File: config.mk
export PLATFORM = sky130hd
export DESIGN_NAME = systolic_drain
export DESIGN_NICKNAME = d
export VERILOG_FILES = /design/src/rtl/systolic_drain.sv
export SDC_FILE = /design/constraint.sdc
export NUM_CORES = 1
export LEC_CHECK = 0
export CELL_PAD_IN_SITES_DETAIL_PLACEMENT = 2
export CELL_PAD_IN_SITES_GLOBAL_PLACEMENT = 2
export CORE_MARGIN = 1
export CORE_UTILIZATION = 37
export CTS_CLUSTER_DIAMETER = 50
export DETAILED_ROUTE_END_ITERATION = 6
export HOLD_SLACK_MARGIN = 0.1
export PLACE_DENSITY_LB_ADDON = 0.1
export SETUP_SLACK_MARGIN = 0.1
export SLEW_MARGIN = 0
export SYNTH_ARGS = -nofsm -noshare
export SYNTH_HDL_FRONTEND = slang
export SYNTH_SLANG_ARGS = --single-unit
File: constraint.sdc
create_clock -name clk -period 28.5 [get_ports clk]
set_input_delay 7.125 -clock clk [delete_from_list [all_inputs] [get_ports clk]]
set_output_delay 7.125 -clock clk [all_outputs]
set_load 0.01 [all_outputs]
File: src/rtl/systolic_drain.sv
// Snapshots the 16 accumulators of a 4x4 systolic array and drains them as a
// valid/ready stream. Define SYSTOLIC_DRAIN_REQUANT_EN for rounded, saturated 8-bit output.
module systolic_drain #(
    parameter int ACC_WIDTH = 32,
    parameter int NUM_ACC   = 16
) (
    input  logic                        clk,
    input  logic                        reset,
    input  logic                        capture,
    input  logic signed [ACC_WIDTH-1:0] c1,
    input  logic signed [ACC_WIDTH-1:0] c2,
    input  logic signed [ACC_WIDTH-1:0] c3,
    input  logic signed [ACC_WIDTH-1:0] c4,
    input  logic signed [ACC_WIDTH-1:0] c5,
    input  logic signed [ACC_WIDTH-1:0] c6,
    input  logic signed [ACC_WIDTH-1:0] c7,
    input  logic signed [ACC_WIDTH-1:0] c8,
    input  logic signed [ACC_WIDTH-1:0] c9,
    input  logic signed [ACC_WIDTH-1:0] c10,
    input  logic signed [ACC_WIDTH-1:0] c11,
    input  logic signed [ACC_WIDTH-1:0] c12,
    input  logic signed [ACC_WIDTH-1:0] c13,
    input  logic signed [ACC_WIDTH-1:0] c14,
    input  logic signed [ACC_WIDTH-1:0] c15,
    input  logic signed [ACC_WIDTH-1:0] c16,
    input  logic [4:0]                  shift_amt,
    output logic                        out_valid,
    input  logic                        out_ready,
    output logic signed [ACC_WIDTH-1:0] out_data,
    output logic [3:0]                  out_index,
    output logic                        out_last,
    output logic                        busy,
    output logic                        overrun
);

    localparam logic [3:0] LAST_IDX = 4'(NUM_ACC - 1);

    typedef enum logic {
        IDLE,
        DRAIN
    } state_t;

    state_t                      state_q, state_d;
    logic [3:0]                  index_q, index_d;
    logic                        overrun_q, overrun_d;
    logic                        load;
    logic                        xfer;
    logic signed [ACC_WIDTH-1:0] c_arr  [NUM_ACC];
    logic signed [ACC_WIDTH-1:0] bank_q [NUM_ACC];
    logic signed [ACC_WIDTH-1:0] bank_d [NUM_ACC];
    logic signed [ACC_WIDTH-1:0] sel_acc;
    logic signed [ACC_WIDTH-1:0] out_word;

    assign c_arr[0]  = c1;
    assign c_arr[1]  = c2;
    assign c_arr[2]  = c3;
    assign c_arr[3]  = c4;
    assign c_arr[4]  = c5;
    assign c_arr[5]  = c6;
    assign c_arr[6]  = c7;
    assign c_arr[7]  = c8;
    assign c_arr[8]  = c9;
    assign c_arr[9]  = c10;
    assign c_arr[10] = c11;
    assign c_arr[11] = c12;
    assign c_arr[12] = c13;
    assign c_arr[13] = c14;
    assign c_arr[14] = c15;
    assign c_arr[15] = c16;

    assign xfer = (state_q == DRAIN) && out_ready;

    always_comb begin
        state_d   = state_q;
        index_d   = index_q;
        overrun_d = overrun_q;
        load      = 1'b0;
        case (state_q)
            IDLE: begin
                if (capture) begin
                    load    = 1'b1;
                    index_d = '0;
                    state_d = DRAIN;
                end
            end
            DRAIN: begin
                if (xfer && (index_q == LAST_IDX)) begin
                    index_d = '0;
                    if (capture) begin
                        load = 1'b1;
                    end else begin
                        state_d = IDLE;
                    end
                end else begin
                    if (xfer) begin
                        index_d = index_q + 4'd1;
                    end
                    // A capture arriving mid-drain cannot be honoured without corrupting the bank.
                    if (capture) begin
                        overrun_d = 1'b1;
                    end
                end
            end
            default: state_d = IDLE;
        endcase
    end

    always_ff @(posedge clk) begin
        if (reset) begin
            state_q   <= IDLE;
            index_q   <= '0;
            overrun_q <= 1'b0;
        end else begin
            state_q   <= state_d;
            index_q   <= index_d;
            overrun_q <= overrun_d;
        end
    end

    generate
        for (genvar gi = 0; gi < NUM_ACC; gi++) begin : g_bank
            always_comb begin
                bank_d[gi] = load ? c_arr[gi] : bank_q[gi];
            end

            always_ff @(posedge clk) begin
                if (reset) begin
                    bank_q[gi] <= '0;
                end else begin
                    bank_q[gi] <= bank_d[gi];
                end
            end
        end
    endgenerate

    assign sel_acc = bank_q[index_q];

`ifdef SYSTOLIC_DRAIN_REQUANT_EN
    // One extra bit keeps the rounding add from wrapping near the positive limit.
    logic signed [ACC_WIDTH:0] rq_round;
    logic signed [ACC_WIDTH:0] rq_sum;
    logic signed [ACC_WIDTH:0] rq_shifted;
    logic signed [ACC_WIDTH:0] rq_max;
    logic signed [ACC_WIDTH:0] rq_min;
    logic signed [7:0]         rq_sat;

    always_comb begin
        rq_max   = (ACC_WIDTH+1)'(127);
        rq_min   = -(ACC_WIDTH+1)'(128);
        rq_round = '0;
        if (shift_amt != 5'd0) begin
            rq_round = (ACC_WIDTH+1)'(1) << (shift_amt - 5'd1);
        end
        rq_sum     = {sel_acc[ACC_WIDTH-1], sel_acc} + rq_round;
        rq_shifted = rq_sum >>> shift_amt;
        if (rq_shifted > rq_max) begin
            rq_sat = 8'sd127;
        end else if (rq_shifted < rq_min) begin
            rq_sat = -8'sd128;
        end else begin
            rq_sat = rq_shifted[7:0];
        end
        out_word = {{(ACC_WIDTH-8){rq_sat[7]}}, rq_sat};
    end
`else
    logic unused_shift;
    assign unused_shift = ^shift_amt;
    assign out_word     = sel_acc;
`endif

    assign busy      = (state_q == DRAIN);
    assign out_valid = busy;
    assign out_index = index_q;
    assign out_last  = busy && (index_q == LAST_IDX);
    assign out_data  = busy ? out_word : '0;
    assign overrun   = overrun_q;

endmodule

-- Yosys cells after proc, flatten, opt, wreduce, memory -nomap -nowiden
Memory sizes are Yosys's and may differ from the RTL's. A register that Yosys moved wholly into a read port is not among the register bits.
Cells that the tools add are included.
- add/sub/neg operators: 1
- reduce and logical (&&, ||, !) cells: 6
- bitwise logic cells: 18
- equality and inequality tests: 4
- mux-type cells: 47
- operator list (kind ; number):
    $mux 32 ; 33
    $mux 4 ; 5
    $or 1x1->1 ; 16
    $pmux 4 s2 ; 1
    $mux 1 ; 6
    $add 4x1->4 const B ; 1
    $eq 4x4->1 const B ; 1
    $pmux 1 s2 ; 2
    $reduce_and 2->1 ; 2
    $logic_and 1x1->1 ; 3
    $ne 3x1->1 const B ; 1
    $reduce_and 3->1 ; 1
    $ne 2x2->1 const B ; 1
    $not 1->1 ; 2
    $ne 1x1->1 const B ; 1
- bits in writable memories: 512
- memories kept: 1
- bits in registers: 6
- input port bits: 521
- logic and storage cells: 80
- output and inout port bits: 40
- memory list (name ; depth ; width ; rd ports ; clocked after memory_dff ; write ports ; line ; text):
    bank_q ; 16 ; 32 ; 1 ; 1 ; 16 ; 49 ; logic signed [ACC_WIDTH-1:0] bank_q [NUM_ACC];

-- Logic depth before layout (Yosys ltp)
- depth after elaboration: 7
- mapped depth: 8
- gate-level depth less buffers: 5

-- Least setup slack after synthesis
Ideal clock, no wire load.
- path kind: input -> register
- from: input out_ready
- to: memory bank_q[0][0], enable pin
- arrival: 17.714 ns
- library setup time: 0.878 ns
- stages on the path: 3
- data required time: 27.622 ns
- path slack: 9.908 ns
- cell sequence: nand2_1 -> o21ai_0 -> a21o_1
- RTL lines (element ; line ; text):
    start: declaration ; 28 ; input logic out_ready,
    end: declaration ; 49 ;

==> summary.txt <==
Worst setup path
  – WP data arrival: just under 5 ns
  – Critical path fanouts, max: around 100
  – CP required: 21.38 ns
  – Crit path kind: reg2out
  – CP Launch Type: register
  – Crit end category: primary output

Die
  – Die H: 254.9 um
  – Die Area: 0.06498 mm^2
  – Io pins: approximately 560
  – Core ar.: 0.06308 mm^2
  – DIE WIDTH: 254.9 um
  – Row count: a little over 90
  – Initial Util: 37.52%

Clock network
  – Worst-path clk slew: 0.05 ns
  – Clock Tree Root: clkbuf_16
  – # Post-CTS Setup Buffers: 0
  – TritonCTS clock tree: yes
  – Max H-tree Level: 3
  – Sink Count: 522
  – CTS Buffer Depth: 3
  – CTS Buf Count: between 70 and 80
  – Worst skew pair latency: 0.60 ns
  – Hold-fix buffers, CTS: 0
  – Post-CTS sizing: 0

Timing
  – Clock skew: 0.02202 ns
  – Max frequency: 83.67 MHz
  – RSZ-0062 raised after global routing: false
  – Fin crit period: 11.95 ns
  – Setup TNS: 0 ns
  – Setup Viol. Count Final: 0
  – Final Hold Vio Count: 0
  – Final period util: 41.94%
  – Hold slack: 0.5215 ns
  – Slew margin rel.: 23.11%
  – Setup ws final: approximately 17 ns
  – Slew at the pin closest to its max-slew limit: 1.153 ns
  – Slew Limit Fails: 0

Global routing
  – Tot GR Track Use: 24.19%
  – Largest net degree at the start of global routing: 289
  – Grt ovf: 0
  – Vias in the first global route: 17327
  – Initial antenna violation count: 47
  – Global-route wire length before repair: 112700 um

Min path
  – Worst min path class: reg2reg

Place
  – Routability Congestion: 0.8054
  – Placed cell count: 2944
  – Pre-CTS setup slack: around 17 ns
  – DP HPWL: 54700 um
  – Port buffer count: 555

Cells and area
  – Share of cells above drive strength 1: 7.181%
  – Syn-to-layout area delta: 36.17%
  – Non-Filler Instances: slightly above 3000
  – Layout Nets: 2695

Logic synthesis
  – Cells after Synth: 1644
  – Net count after synthesis: roughly 2200
  – Compound-Gate Fraction of Synth Area: under 10%
  – Synth cell types: 33
  – Synth Area in XOR/XNOR: 0%
  – Syn avg cell area: 14.39 um^2
  – Adder-cell share of the synthesized area: 0.05287%
  – Largest family of logic cells by synthesized area: simple AND/OR/NAND/NOR gates
  – Synth Area in Simple Gates: 15.72%
  – Post-synthesis mux area share: 11.13%
  – Synthesis Warnings: 0
  – Synth Register Bits: 522
  – Post-Syn Area: 0.02367 mm^2
  – Sequential area share after synthesis: between 60% and 70%

Route
  – Overall routed net length: 80080 um
  – Initial DRC Count: 887
  – Post-route DRC: 0
  – DRT Pass-1 Iters: 4
  – Vias per inst: 5.068
  – Vias post-DR: 15715
  – Post-route ant nets: 0
  – Drt wl/cell: 25.82 um

Pwr
  – Peak supply drop: about 0.036 mV
  – Leakage: around 12 nW
  – Pwr Density: 62.27 mW/mm^2

Flow run
  – Max cap viols: 0

Status
  – Status: completed
## critical path, stage by stage (launching register included)
cell and delay, ns:
dfxtp_4 0.84, buf_12 0.62, buf_4 0.81, mux2i_1 0.19
a22oi_1 0.29, nand2_1 0.27, o21ai_0 0.29, clkdlybuf4s50_1 0.62
## power breakdown
| group | switching [mW] | internal [mW] |
|---|---|---|
| Combinational | 0.0847 | 0.108 |
| Sequential | 0.0180 | 0.906 |
| Clock | 0.352 | 0.538 |
## Yosys cell counts
cell type / n / area, um^2
a22oi_1: 102 / 765.7
or4_1: 1 / 7.510
ha_1: 1 / 12.51
clkbuf_2: 49 / 245.2
mux2_2: 1 / 11.26
nor2_1: 6 / 22.52
and2_1: 513 / 3209
a31oi_1: 1 / 6.260
nor3_4: 1 / 16.27
nand2b_1: 20 / 125.1
o211ai_1: 4 / 30.03
edfxtp_1: 512 / 15370
mux2i_1: 208 / 2082
nor2b_1: 3 / 18.77
buf_2: 10 / 50.05
nand2_1: 39 / 146.4
buf_8: 1 / 15.01
buf_1: 3 / 11.26
inv_1: 1 / 3.750
dfxtp_1: 10 / 200.2
a32oi_1: 1 / 8.760
mux4_2: 24 / 540.5
a21o_1: 1 / 7.510
o21ai_0: 29 / 145.1
o21ai_1: 2 / 10.01
nand3_1: 33 / 165.2
clkbuf_1: 33 / 123.9
buf_4: 9 / 67.56
a311oi_1: 1 / 8.760
and4_1: 1 / 8.760
a21oi_1: 6 / 30.03
buf_6: 16 / 180.2
o21a_1: 2 / 15.01
## flip-flops by register name (all words and copies together), names as in the netlist, named ones only
| signal | count |
|---|---|
| out_index | 4 |
| overrun | 1 |
| bank_q | 512 |
| busy | 1 |
## cells by family (layout without fill, tap and decap cells)
kind of cell,after synthesis,in the layout
buf+inv,122,706
fa+ha+maj,1,1
mux,233,233
simple gates,617,617
other cells,0,27
compound gates,149,149
flops,522,522
## path summary, 6_finish.rpt
kind	start	end	slack [ns]	depth (start not counted)
worst max-delay path	register	out_data[12]	16.55	7
worst min-delay path	overrun	overrun	0.52	2
worst max register to register	out_index[0]	bank_q[10][8]	24.38	6
worst min register to register	overrun	overrun	0.52	2
## through the flow
step	power (mW)	instance area, um^2	utilization [%]
floorplan	1.038	23670	-
global placement	1.122	29820	47.27
detailed placement	1.133	29820	47.27
CTS	2.027	32160	50.98
global route	2.072	32200	51.05
finish	2.007	32230	51.09
## placed cells by master, fill, tap and decap left out, drive strengths merged
cell type and n:
a22oi 102, diode 27, inv 11, a31oi 1, mux2 1, or4 1, nand3 33, dfxtp 10
o21ai 31, mux4 24, a21oi 6, clkdlybuf4s50 555, nor2 6, nand2b 20, nor3 1, clkinv 21
o211ai 4, a21o 1, o21a 2, clkbuf 89, buf 20, a32oi 1, clkinvlp 5, and4 1
and2 513, edfxtp 512, mux2i 208, a311oi 1, nand2 39, bufinv 5, ha 1, nor2b 3
## layout make-up
class                           count  area (um^2)
Sequential cell                   522        15580
Clock buffer                       89         1961
Fill cell                        6003        30850
Timing Repair Buffer              575         5743
Multi-Input combinational cell   1000         7432
Tap cell                          846         1059
Inverter                            1        3.754
Antenna cell                       27        67.56
Clock inverter                     41        379.1
## routing by layer
| layer | GRT usage, % | part of all wire [%] | up-vias | wire (um) |
|---|---|---|---|---|
| met2 | 40.89 | 50 | 437 | 40380 |
| met4 | 10.04 | 2.8 | 32 | 2238 |
| met5 | 0 | 0.30 | - | 240 |
| met1 | 28.69 | 39 | 8018 | 31630 |
| met3 | 7.160 | 7.0 | 136 | 5595 |
| li1 | - | - | 7092 | - |
No activity file was read; power rests on OpenSTA's default activity.
